### src/rtl/tff_counter_updown.sv
// Up/down modulo counter built from a bank of T flip-flops, with load, wrap/saturate and event flags.
// Optional feature: define TFF_COUNT_EDGE_EN to step once per rising edge of i_en instead of per level.
module tff_counter_updown #(
  parameter int WIDTH    = 4,
  parameter int MODULUS  = 10,
  parameter int SATURATE = 0
) (
  input  logic             i_clk,
  input  logic             i_rst,
  input  logic             i_en,
  input  logic             i_up,
  input  logic             i_load,
  input  logic [WIDTH-1:0] i_load_val,
  output logic [WIDTH-1:0] o_q,
  output logic             o_tc,
  output logic             o_wrap,
  output logic             o_sat
);

  // Limits carried in WIDTH+1 bits so MODULUS == 2**WIDTH does not overflow.
  localparam logic [WIDTH:0] MOD_W  = (WIDTH+1)'(MODULUS);
  localparam logic [WIDTH:0] MOD_M1 = (WIDTH+1)'(MODULUS - 1);

  logic [WIDTH-1:0] r_q;
  logic             r_wrap;
  logic             r_sat;
  logic             w_step;
  logic [WIDTH-1:0] w_q_next;
  logic [WIDTH-1:0] w_t;
  logic             w_wrap_next;
  logic             w_sat_next;
  logic [WIDTH:0]   w_inc;
  logic [WIDTH:0]   w_q_ext;
  logic [WIDTH:0]   w_load_ext;

`ifdef TFF_COUNT_EDGE_EN
  logic r_en_d;

  // Delayed enable for rising-edge detection; always tracks i_en.
  always_ff @(posedge i_clk) begin
    if (i_rst) begin
      r_en_d <= 1'b0;
    end else begin
      r_en_d <= i_en;
    end
  end

  assign w_step = i_en & ~r_en_d;
`else
  assign w_step = i_en;
`endif

  assign w_q_ext    = {1'b0, r_q};
  assign w_load_ext = {1'b0, i_load_val};
  assign w_inc      = w_q_ext + (WIDTH+1)'(1);

  // Next-state selection: load over step over hold.
  always_comb begin
    w_q_next    = r_q;
    w_wrap_next = 1'b0;
    w_sat_next  = 1'b0;
    if (i_load) begin
      if (w_load_ext >= MOD_W) begin
        w_q_next = MOD_M1[WIDTH-1:0];
      end else begin
        w_q_next = i_load_val;
      end
    end else if (w_step) begin
      if (i_up) begin
        if (w_q_ext == MOD_M1) begin
          if (SATURATE != 0) begin
            w_sat_next = 1'b1;
          end else begin
            w_q_next    = {WIDTH{1'b0}};
            w_wrap_next = 1'b1;
          end
        end else begin
          w_q_next = w_inc[WIDTH-1:0];
        end
      end else begin
        if (r_q == {WIDTH{1'b0}}) begin
          if (SATURATE != 0) begin
            w_sat_next = 1'b1;
          end else begin
            w_q_next    = MOD_M1[WIDTH-1:0];
            w_wrap_next = 1'b1;
          end
        end else begin
          w_q_next = r_q - WIDTH'(1);
        end
      end
    end else begin
      w_q_next = r_q;
    end
  end

  // Only bits whose toggle is set change state.
  assign w_t = r_q ^ w_q_next;

  // T flip-flop bank and registered event flags.
  always_ff @(posedge i_clk) begin
    if (i_rst) begin
      r_q    <= {WIDTH{1'b0}};
      r_wrap <= 1'b0;
      r_sat  <= 1'b0;
    end else begin
      r_q    <= r_q ^ w_t;
      r_wrap <= w_wrap_next;
      r_sat  <= w_sat_next;
    end
  end

  assign o_q    = r_q;
  assign o_wrap = r_wrap;
  assign o_sat  = r_sat;
  assign o_tc   = (i_up & (w_q_ext == MOD_M1)) | (~i_up & (r_q == {WIDTH{1'b0}}));

endmodule

### config.mk
export PLATFORM = sky130hd
export DESIGN_NAME = tff_counter_updown
export DESIGN_NICKNAME = d
export VERILOG_FILES = /design/src/rtl/tff_counter_updown.sv
export SDC_FILE = /design/constraint.sdc
export NUM_CORES = 1
export LEC_CHECK = 0
export ABC_AREA = 1
export CAP_MARGIN = 20
export CORE_MARGIN = 2
export CORE_UTILIZATION = 33
export DETAILED_ROUTE_END_ITERATION = 7
export GPL_TIMING_DRIVEN = 0
export PLACE_DENSITY = 0.65
export SYNTH_ARGS = -nofsm -noshare
export SYNTH_HDL_FRONTEND = slang
export SYNTH_SLANG_ARGS = --single-unit
### constraint.sdc
create_clock -name i_clk -period 1.6 [get_ports i_clk]
set_input_delay 0.32 -clock i_clk [delete_from_list [all_inputs] [get_ports i_clk]]
set_output_delay 0.32 -clock i_clk [all_outputs]
set_load 0.05 [all_outputs]
After elaboration in Yosys (flattened, before gate mapping) --
Cells that the tools add are included.
Operators by class: add/sub/neg operators 2, $mul 0, divide/modulo/power cells 0, magnitude comparators 1, equality and inequality tests 1, shift operators 0, mux-type cells 9, bitwise gates (word level) 7, reductions and logical operators 2
Operators by type and width (count):
- $mux W4 | 6
- $xor A4 B4 Y4 | 2
- $add A4 B1 Y4 const B | 1
- $eq A4 B4 Y1 const B | 1
- $ge A4 B4 Y1 const B | 1
- $logic_not A4 Y1 | 1
- $sub A4 B1 Y4 const B | 1
- $mux W1 | 3
- $reduce_or A3 Y1 | 1
- $and A1 B1 Y1 | 2
- $not A1 Y1 | 2
- $or A1 B1 Y1 | 1
Word-level totals: register bits after elaboration 5, bits in latches 0, RAM bits 0, ROM bits 0, input bits 9, word-level logic and storage cells 24, memories 0

Longest topological paths before layout --
word-level depth 7, mapped depth 9

Worst setup path before layout --
OpenSTA, ideal clock, no wires.
kind register to register, start register r_q[0] (netlist: o_q[0]), end register r_q[1] (netlist: o_q[1]), data arrival time 1809 ps, data required time 1541 ps, path slack -268 ps, stages on the path, launching flop included 9, path buffers 0, clock period less this slack 1868 ps, path through dfxtp_1 > inv_1 > ha_1 > inv_1 > nor3_2 > nand2_1 > nand2_2 > o21ai_1 > and2_1
On the way: word-level cells in the longest chain between the ends 7, elaborated cells on any way between the ends 11
RTL lines:
- start, declared | line 24 | logic [WIDTH-1:0] r_q;
- start signal, assigned | line 103 | r_q <= {WIDTH{1'b0}};
- start signal, assigned | line 107 | r_q <= r_q ^ w_t;
- $sub A4 B1 Y4 (tied with other cells) | line 89 | w_q_next = r_q - WIDTH'(1);
- $mux W4, on equally long branches | line 81, 70
- $mux W4 (*) | line 69 | if (i_up) begin
- $mux W4 (*) | line 68 | end else if (w_step) begin
- $mux W4 (*) | line 62 | if (i_load) begin
- $xor A4 B4 Y4 (*) | line 98 | assign w_t = r_q ^ w_q_next;
- $xor A4 B4 Y4 (*) | line 107
Mark *: on every way between the ends. The rest lies on a longest branch, timed or not. A chain may end at the register's enable or synchronous reset.

Worst setup path in the final report --
start register r_q[0] (netlist: o_q[0]), end output port o_tc
On the way: word-level cells in the longest chain between the ends 3, elaborated cells on any way between the ends 5
RTL lines:
- $eq A4 B4 Y1 / $logic_not A4 Y1 (equally long branches) | line 116 | assign o_tc = (i_up & (w_q_ext == MOD_M1)) | (~i_up & (r_q == {WIDTH{1'b0}}));
- $and A1 B1 Y1 | line 116
- $or A1 B1 Y1 (*) | line 116
- end, declared | line 15 | output logic o_tc,
Marked as above.

==> results.cfg <==
[outcome]
status = finished with violations
violations = negative setup slack

[place]
place.gp.congestion = 0.776
dpl.hpwl_microns = 773
io_buffers = 13
dp_cells = 101

[sta]
max_freq_mhz = 578
drv_slew = 0
tns_ns = -0.167
fin_worst_skew_ns = 0.00221
finalSetupViolCount = 2
rsz0062_at_grt = yes
finalHoldWorstSlack_ns = 0.498
min_period_over_period_pct = 108
setup_ws_ns = -0.131
hold_viol_final = 0
final.min_clock_period_ns = 1.73

[critical_path]
setup.worst_path.start_class = register
worstPathRequired_ns = 1.28
worst-r2r-cell-count = 9
path_class = register to output port
critPathMaxFanout = 4
cp-end-kind = output port
arrival_ns = 1.41
r2r_slack_ns = 0.23
timing.rr.end = o_q[2]
reg2reg_from = o_q[0]

[pwr]
switching_power_w = 0.000196
pwr-share-seq_pct = 28.9
p_per_area_nw_per_um2 = 740
p_int_w = 0.000315
max-vdd-ir-drop_mv = 0.312
p_total_w = 0.000510
clkPwrFrac_pct = 29.9
switching_share_pct = 38.4
p_comb_share_pct = 41.2
leakagePower_nw = 0.331

[route]
wirelength_mm = 1.16
drc = 0
firstDrtPassIters = 4
avgViaCountPerCell = 4.97
post_drt_wl_per_cell_microns = 10.8
drtIter0Drc = 18
num_vias = 532
ant_nets = 0

[grt]
grt_max_degree = 10
grt_pass1_vias = 423
grt_usage_pct = 16.7
grt_pass1_wl_mm = 1.74
antenna_found_initial = 0
overflow = 0

[synth]
synth_top_cell_area_share_pct = 22.0
synth_edf_count = 0
synth_area_sq_um = 455
seq_area_frac_synth_pct = 22.0
synthDistinctLibCells = 21
syn_avg_cell_area_sq_um = 6.24
synth.area.top_cells = dfxtp_1 (22%), nand2_1 (16%), nand3_1 (9.9%)
synth_common_cells = nand2_1 (19), inv_1 (9), nand3_1 (9), a21oi_1 (7)
synth_top_cell_by_area = dfxtp_1
synth_most_common_cell = nand2_1
synth_flop_cell = dfxtp_1
synth-warning-count = 0
synthArstFlopShare_pct = 0
syn_inst = 73
syn_nets = 85
ys_ff_latch = 5

[cells_and_area]
drive_gt1_share_pct = 22.8
fin_cells = 107
syn_to_final_growth_pct = 51.4
antennaDiodeCount = 0
utilization_pct = 53.0
fin_nets = 105

[min_path]
worstHoldStart = i_load
hold_depth = 3
hold_path_end = o_q[0]
hold_class = primary input to register

[clock_tree]
cts_root_buf = clkbuf_4
insertion_delay_ns = 0.25
cts_sinks = 5
clk_pin_slew_ns = 0.04
tritoncts = yes
cts_buffer_depth = 2
cts_made_buffers = 3
htreeDepth = 1

[floorplanning]
ios = 16
row_count = 13
core_area_sq_um = 1300
die_w_microns = 41.2
die_y_microns = 41.2
dieArea_sq_um = 1690
initial_core_util_pct = 35.0

[job]
max_cap_viol_count = 0
## area by class of cell
| class | instances | area (sq um) |
|---|---|---|
| Multi-Input combinational cell | 54 | 318 |
| Tap cell | 15 | 18.8 |
| Clock buffer | 4 | 26.3 |
| Buffer | 3 | 22.5 |
| Fill cell | 141 | 612 |
| Timing Repair Buffer | 15 | 145 |
| Inverter | 11 | 51.3 |
| Sequential cell | 5 | 108 |
## metrics by stage
step	worst slack (ns)	instance area [sq um]
after global placement	-0.703	609
final	-0.131	689
after CTS	-0.177	634
after floorplan	0.0176	460
after detailed placement	-0.706	609
after global routing	-0.197	689
## cells in the final DEF, fill, tap and decap left out
master           Yosys  layout
a21oi_1              7       7
clkbuf_1             1       2
buf_4                1       3
nand3_1              9       9
o21ai_1              1       1
inv_2                2       2
dlygate4sd2_1        0       4
ha_4                 0       1
nand4_2              1       1
ha_1                 3       2
inv_1                9       6
dfxtp_4              0       2
clkbuf_4             0       3
nand2_2              1       1
clkdlybuf4s15_1      0       1
conb_1               1       1
inv_4                0       2
nand2_4              0       1
inv_6                0       1
buf_6                1       1
nor4_2               1       1
nand2_1             19      18
nand3b_1             2       2
and2_1               1       1
nor3_4               0       1
dfxtp_1              5       3
buf_8                0       1
o211ai_1             1       1
o21ai_0              1       1
clkdlybuf4s50_1      0       7
nor2_1               5       5
## worst max path at each step
stage                  end  cells after the start  slack [ns]    from
CTS                   o_tc                      7       -0.18  o_q[0]
detailed placement    o_tc                      5       -0.71    i_up
floorplan           o_q[1]                      8        0.02  o_q[1]
global placement      o_tc                      5       -0.70    i_up
finish                o_tc                      7       -0.13  o_q[0]
global route          o_tc                      7       -0.20  o_q[0]
## power groups by stage
stage	clock [W]	combinational (W)	sequential, W
2_1_floorplan	0	0.0000970	0.000175
3_3_place_gp	0	0.000182	0.000147
3_5_place_dp	0	0.000182	0.000148
4_1_cts	0.000159	0.000181	0.000145
5_1_grt	0.000170	0.000229	0.000149
6_report	0.000152	0.000210	0.000148
## sequential cells by signal (all words and copies together), names as in the netlist
signal  flops
o_q         4
o_wrap      1
## metal layers
layer / up-vias / track usage [%] / part of all wire (%) / routed length [microns]
met3: 4 / 8.15 / 7.3 / 84
met5: - / 0 / 0 / 0
li1: 273 / - / - / -
met2: 25 / 24.6 / 51 / 585
met1: 230 / 19.5 / 40 / 461
met4: 0 / 9.68 / 2.2 / 25
## kinds of logic after synthesis
kind of cell             Yosys count  share of synthesized area, %
flip-flops                         5                          22.0
other                              1                         0.823
AND/OR/NAND/NOR                   40                          43.4
adder cells (fa/ha/maj)            3                          8.24
buffers and inverters             14                          14.0
AO/OA/AOI/OAI                     10                          11.5
## critical path: stages, from the launching register on
cell     delay (ns)
dfxtp_4        0.36
inv_6          0.07
ha_4           0.15
inv_4          0.04
nor3_4         0.19
nand2_2        0.10
nand2_4        0.10
buf_8          0.15
## timing repair
| item | CTS | global route |
|---|---|---|
| hold buffers | 0 | 0 |
| pin swaps | 0 | 3 |
| buffers inserted | 0 | 2 |
| gates resized for setup | 14 | 13 |
| setup endpoints to repair | 6 | 2 |
No activity file was read; power rests on OpenSTA's default activity.
